### config.mk
export PLATFORM = sky130hd
export DESIGN_NAME = overlay_stream_unpacker
export DESIGN_NICKNAME = d
export VERILOG_FILES = /design/src/rtl/overlay_stream_unpacker.sv
export SDC_FILE = /design/constraint.sdc
export NUM_CORES = 1
export LEC_CHECK = 0
export ABC_CLOCK_PERIOD_IN_PS = 15100
export CAP_MARGIN = 5
export CELL_PAD_IN_SITES_DETAIL_PLACEMENT = 1
export CELL_PAD_IN_SITES_GLOBAL_PLACEMENT = 2
export CORE_MARGIN = 1
export CORE_UTILIZATION = 42
export CTS_BUF_LIST = sky130_fd_sc_hd__clkbuf_8
export DETAILED_ROUTE_END_ITERATION = 8
export DONT_BUFFER_PORTS = 1
export PLACE_DENSITY = 0.77
export SETUP_SLACK_MARGIN = 0.02
export SKIP_CTS_REPAIR_TIMING = 1
export SYNTH_ARGS = -nofsm -noshare
export SYNTH_HDL_FRONTEND = slang
export SYNTH_SLANG_ARGS = --single-unit
### constraint.sdc
create_clock -name clk_clk -period 15.1 [get_ports clk_clk]
set_input_delay 2.265 -clock clk_clk [delete_from_list [all_inputs] [get_ports clk_clk]]
set_output_delay 2.265 -clock clk_clk [all_outputs]
set_load 0.005 [all_outputs]
### src/rtl/overlay_stream_unpacker.sv
// Overlay word stream to pixel stream unpacker: a DEPTH-entry word FIFO feeds a
// holding register that emits RATIO pixels per word at up to one pixel per clock.
module overlay_stream_unpacker #(
  parameter int IN_W      = 64,
  parameter int PIX_W     = 16,
  parameter int DEPTH     = 16,
  parameter int FIRST_LSB = 1
) (
  input  logic                       clk_clk,
  input  logic                       reset_reset,
  input  logic [IN_W-1:0]            overlay_data,
  input  logic                       overlay_sof,
  input  logic                       overlay_valid,
  output logic                       overlay_ready,
  input  logic                       flush,
  output logic [PIX_W-1:0]           pix_data,
  output logic                       pix_sof,
  output logic                       pix_valid,
  input  logic                       pix_ready,
  output logic [$clog2(DEPTH):0]     fifo_level,
  output logic [15:0]                underrun_cnt
);

  localparam int RATIO = IN_W / PIX_W;
  localparam int AW    = $clog2(DEPTH);
  localparam int LW    = (RATIO > 1) ? $clog2(RATIO) : 1;

  if (IN_W % PIX_W != 0) begin : g_bad_width
    $error("overlay_stream_unpacker: IN_W must be a multiple of PIX_W");
  end
  if ((DEPTH < 2) || ((DEPTH & (DEPTH - 1)) != 0)) begin : g_bad_depth
    $error("overlay_stream_unpacker: DEPTH must be a power of two >= 2");
  end

  function automatic logic [PIX_W-1:0] lane_sel(input logic [IN_W-1:0] word,
                                                input logic [LW-1:0]   lane);
    int idx;
    idx = (FIRST_LSB != 0) ? int'(lane) : (RATIO - 1 - int'(lane));
    return word[idx*PIX_W +: PIX_W];
  endfunction

  function automatic logic [15:0] sat_inc(input logic [15:0] v);
    return (v == 16'hFFFF) ? v : v + 16'd1;
  endfunction

  // FIFO storage: {sof, word}; data only, never reset
  logic [IN_W:0]  fifo_mem_q [DEPTH];
  logic [AW-1:0]  wr_ptr_q, wr_ptr_d;
  logic [AW-1:0]  rd_ptr_q, rd_ptr_d;
  logic [AW:0]    level_q, level_d;

  logic [IN_W-1:0]  hold_data_q, hold_data_d;
  logic             hold_sof_q, hold_sof_d;
  logic             hold_vld_q, hold_vld_d;
  logic [LW-1:0]    lane_q, lane_d;
  logic [PIX_W-1:0] pix_data_q, pix_data_d;
  logic             pix_sof_q, pix_sof_d;
  logic             armed_q, armed_d;
  logic [15:0]      under_q, under_d;

  logic          full, empty, wr_en, rd_en, pix_hs, last_lane;
  logic [IN_W:0] head;

  assign full          = (level_q == (AW+1)'(DEPTH));
  assign empty         = (level_q == '0);
  assign overlay_ready = !full && !reset_reset && !flush;
  assign wr_en         = overlay_valid && overlay_ready;
  assign pix_hs        = hold_vld_q && pix_ready;
  assign last_lane     = (lane_q == LW'(RATIO - 1));
  // Pop when the holding register is free now or is freed by this handshake
  assign rd_en         = !empty && !flush && (!hold_vld_q || (pix_hs && last_lane));
  assign head          = fifo_mem_q[rd_ptr_q];

  always_comb begin
    wr_ptr_d    = wr_ptr_q + AW'(wr_en);
    rd_ptr_d    = rd_ptr_q + AW'(rd_en);
    level_d     = level_q + (AW+1)'(wr_en) - (AW+1)'(rd_en);
    hold_data_d = hold_data_q;
    hold_sof_d  = hold_sof_q;
    hold_vld_d  = hold_vld_q;
    lane_d      = lane_q;
    armed_d     = armed_q | (pix_hs && pix_sof_q);
    under_d     = under_q;

    if (rd_en) begin
      hold_data_d = head[IN_W-1:0];
      hold_sof_d  = head[IN_W];
      hold_vld_d  = 1'b1;
      lane_d      = '0;
    end else if (pix_hs) begin
      if (last_lane) begin
        hold_vld_d = 1'b0;
        lane_d     = '0;
      end else begin
        lane_d = lane_q + LW'(1);
      end
    end

    if (armed_q && pix_ready && !hold_vld_q) begin
      under_d = sat_inc(under_q);
    end

    if (flush) begin
      wr_ptr_d   = '0;
      rd_ptr_d   = '0;
      level_d    = '0;
      hold_vld_d = 1'b0;
      hold_sof_d = 1'b0;
      lane_d     = '0;
      armed_d    = 1'b0;
      under_d    = '0;
    end

    pix_data_d = hold_vld_d ? lane_sel(hold_data_d, lane_d) : '0;
    pix_sof_d  = hold_vld_d && hold_sof_d && (lane_d == '0);
  end

  always_ff @(posedge clk_clk) begin
    if (wr_en) begin
      fifo_mem_q[wr_ptr_q] <= {overlay_sof, overlay_data};
    end
    hold_data_q <= hold_data_d;
  end

  always_ff @(posedge clk_clk) begin
    if (reset_reset) begin
      wr_ptr_q   <= '0;
      rd_ptr_q   <= '0;
      level_q    <= '0;
      hold_sof_q <= 1'b0;
      hold_vld_q <= 1'b0;
      lane_q     <= '0;
      pix_data_q <= '0;
      pix_sof_q  <= 1'b0;
      armed_q    <= 1'b0;
      under_q    <= '0;
    end else begin
      wr_ptr_q   <= wr_ptr_d;
      rd_ptr_q   <= rd_ptr_d;
      level_q    <= level_d;
      hold_sof_q <= hold_sof_d;
      hold_vld_q <= hold_vld_d;
      lane_q     <= lane_d;
      pix_data_q <= pix_data_d;
      pix_sof_q  <= pix_sof_d;
      armed_q    <= armed_d;
      under_q    <= under_d;
    end
  end

  assign pix_data     = pix_data_q;
  assign pix_sof      = pix_sof_q;
  assign pix_valid    = hold_vld_q;
  assign fifo_level   = level_q;
  assign underrun_cnt = under_q;

endmodule
==> key figures <==
Outcome
  • Status: finished clean

Setup path
  • Critical Path End Type: output port
  • R2R setup slack: approximately 11000 ps
  • CP startpoint kind: input port
  • CP arrival: 3210 ps
  • Worst path top cell family by delay: simple AND/OR/NAND/NOR gates
  • Worst-path fanout max: 26
  • Setup CP Type: in2out
  • Reg2Reg Depth: 6
  • Slowest cell on crit path: or2_1
  • Sequence of cells on the critical path: or2_1, a21oi_1
  • Buf/Inv on CP: 0
  • Reg2Reg Launch Point: rd_ptr_q[0]
  • CP peak stage delay: 570 ps
  • Required time of the worst setup path: ~13000 ps
  • Worst r2r dst: hold_data_q[55]

Synthesis
  • Area of the mapped netlist: ~44000 um2
  • Post-synth top area share: 0.7061
  • Sequential fraction of the synthesis area: 0.7582
  • XOR/XNOR Fraction of Synth Area: 0.003564
  • Library cells used by synthesis: 57
  • Compound-Gate Fraction of Synth Area: 0.01884
  • Syn_nets: 2119
  • EDFF count, synth: between 1000 and 1500
  • Yosys reg bits: 1155
  • Syn Inst Count: a little over 2000
  • Main combinational cell family by area after synthesis: multiplexers
  • Synth warn: 0
  • Primary FF master, synth: edfxtp_1
  • Mux cell area share after synthesis: 0.1682
  • Synthesized area per cell: 21.72 um2
  • Area share of fa/ha/maj cells after synthesis: 0.003847
  • Largest cells by area after synthesis: edfxtp_1, mux4_2, dfxtp_1, mux4_1, nand2_1
  • Fraction of registers with async set or reset after synthesis: 0
  • Synth Area in Simple Gates: 0.02781
  • Top-count cell post-synth: edfxtp_1
  • Yosys top cell by area: edfxtp_1
  • Top post-synthesis cells by count: edfxtp_1, mux4_2, nand2_1

Detailed routing
  • Final ANT Viol Nets: 0
  • DRT Wirelength: ~100 mm
  • Detailed Routing Iterations Pass 1: 5
  • DRC Markers: 0
  • Iteration-0 DRC Markers: between 1500 and 2000
  • Vias: 20570
  • Routed WL per cell: 27.56 um
  • Post-DR vias/cell: between 5 and 6

Placement
  • Placed cell count: about 3300
  • Routability cong.: just under 0.8
  • Post-Place Setup Slack: 9047 ps
  • Post-DP HPWL: 57.84 mm
  • Buffers added on ports: 0

Power
  • Power Dens Cells: about 140 nW/um2
  • Pleak: 0.01528 uW
  • Worst VDD drop: about 95 uV

Min path
  • Min-delay src: hold_data_q[40]
  • Hold depth: 2
  • WHS Endpoint: hold_data_q[40]
  • Hold crit path type: reg2reg

GRT
  • Vias in the first global route: roughly 22000
  • Initial antenna violation count: 1
  • Total grt overflow: 0
  • Total track usage: 0.1922
  • Largest net degree at the start of global routing: 132
  • First-pass GRT wire length: between 150 and 200 mm

Job
  • Max Cap Viol: 0

Timing
  • Pins over their slew limit: 0
  • Fin. Hold Viols: 0
  • Slew @ Worst Pin: roughly 1200 ps
  • TNS Setup: 0 ps
  • F_max: approximately 180 MHz
  • Worst-case hold slack: 442.7 ps
  • Max_slew headroom: 0.1879
  • Setup ws final: 9629 ps
  • Tcrit/Tclk final: 0.3623
  • Post-route minimum period: ~5500 ps
  • Unrepaired setup endpoints after global routing: no
  • Skew final: 51.55 ps
  • Setup violations, final: 0

Die
  • DIE AREA: 106600 um2
  • Die Y: about 330 um
  • Rows: roughly 120
  • Initial Utilization: 0.4255
  • Die width: about 330 um
  • IO Count: 110
  • Core Area: around 100000 um2

Clock network
  • Clock Latency Late Sink: between 800 and 900 ps
  • CTS Root Cell: clkbuf_8
  • CTS buffer count: approximately 180
  • Clock Path Buffers: 3
  • CTS sink cnt: 1155
  • Worst-path clk slew: around 60 ps
  • CTS tree: done
  • Htree depth: 4

Final layout
  • Share of cells above drive strength 1: 0.2468
  • Final Non-Filler Cells: about 3700
  • Area Growth Syn to Fin: 10.52%
  • Final #Nets: ~2200
cell families (layout without fill, tap and decap cells):
kind of cell | count (synthesis) | count (layout)
buf+inv | 118 | 379
xor+xnor | 18 | 18
other cells | 0 | 1
mux | 343 | 343
fa+ha+maj | 13 | 13
flops | 1155 | 1155
compound gates | 111 | 111
simple gates | 278 | 278
cell usage in the layout, fill, tap and decap left out, types with 5 or more instances in the layout:
cell type	netlist	routed
a211oi_1	31	31
mux4_1	37	37
nor2b_1	15	15
o21ai_0	5	5
nand2_1	153	153
or3_1	5	5
mux4_2	272	272
clkinv_1	0	48
dfxtp_1	115	111
xor2_1	14	14
nor2_4	0	12
clkbuf_8	4	184
nand3_1	10	10
ha_1	12	12
mux2i_1	34	34
o31a_1	15	15
inv_1	10	64
clkinv_2	0	28
a21oi_1	12	10
a21o_1	16	16
inv_8	0	5
and2_1	5	5
a22o_1	15	15
edfxtp_1	1040	1040
buf_4	4	33
nor2_1	58	46
routing by layer:
metal	routed length, um	global-route usage	up-vias
met5	0	0	-
met4	1748	0.04947	0
met3	6790	0.04579	140
met2	50060	0.3136	664
met1	42770	0.2605	11070
li1	-	-	8698
cell type report:
cell class                 instances  area (um2)
tap                             1380        1727
sequential                      1155       33550
clock inverter                   149       807.0
inverter                          12       50.05
clock buffer                     184        2532
multi-input combinational        763        9947
timing repair buffer              34       267.8
antenna                            1       2.502
fill                            9501       55060
report_power, final:
part	switching, uW	internal [uW]	total [uW]	leakage [uW]
logic	392	322	714	0.00305
registers	96.8	3600	3700	0.0103
clock network	1230	1200	2430	0.00192
total	1720	5130	6840	0.0153
flip-flops by register name (all words and copies together) (netlist names):
signal	flops
lane_q	2
wr_ptr_q	4
hold_sof_q	1
underrun_cnt	16
pix_valid	1
fifo_mem_q	1040
armed_q	1
pix_sof	1
pix_data	16
fifo_level	5
rd_ptr_q	4
hold_data_q	64
how the worst max path moves through the flow:
stage	start	to	depth (start not counted)
detailed placement	flush	fifo_mem_q[8][36]	6
global route	flush	overlay_ready	2
finish	flush	overlay_ready	2
floorplan	flush	fifo_mem_q[0][0]	6
global placement	flush	fifo_mem_q[8][36]	6
CTS	flush	overlay_ready	2
through the flow:
step                utilization  total power (uW)  instance area, um2
global route             0.4703              7111               48880
CTS                      0.4703              6924               48880
finish                   0.4703              6845               48880
floorplan                     -              4303               44230
global placement         0.4381              4468               45540
detailed placement       0.4381              4492               45540
Note: power is estimated with default switching activity, not from simulation.
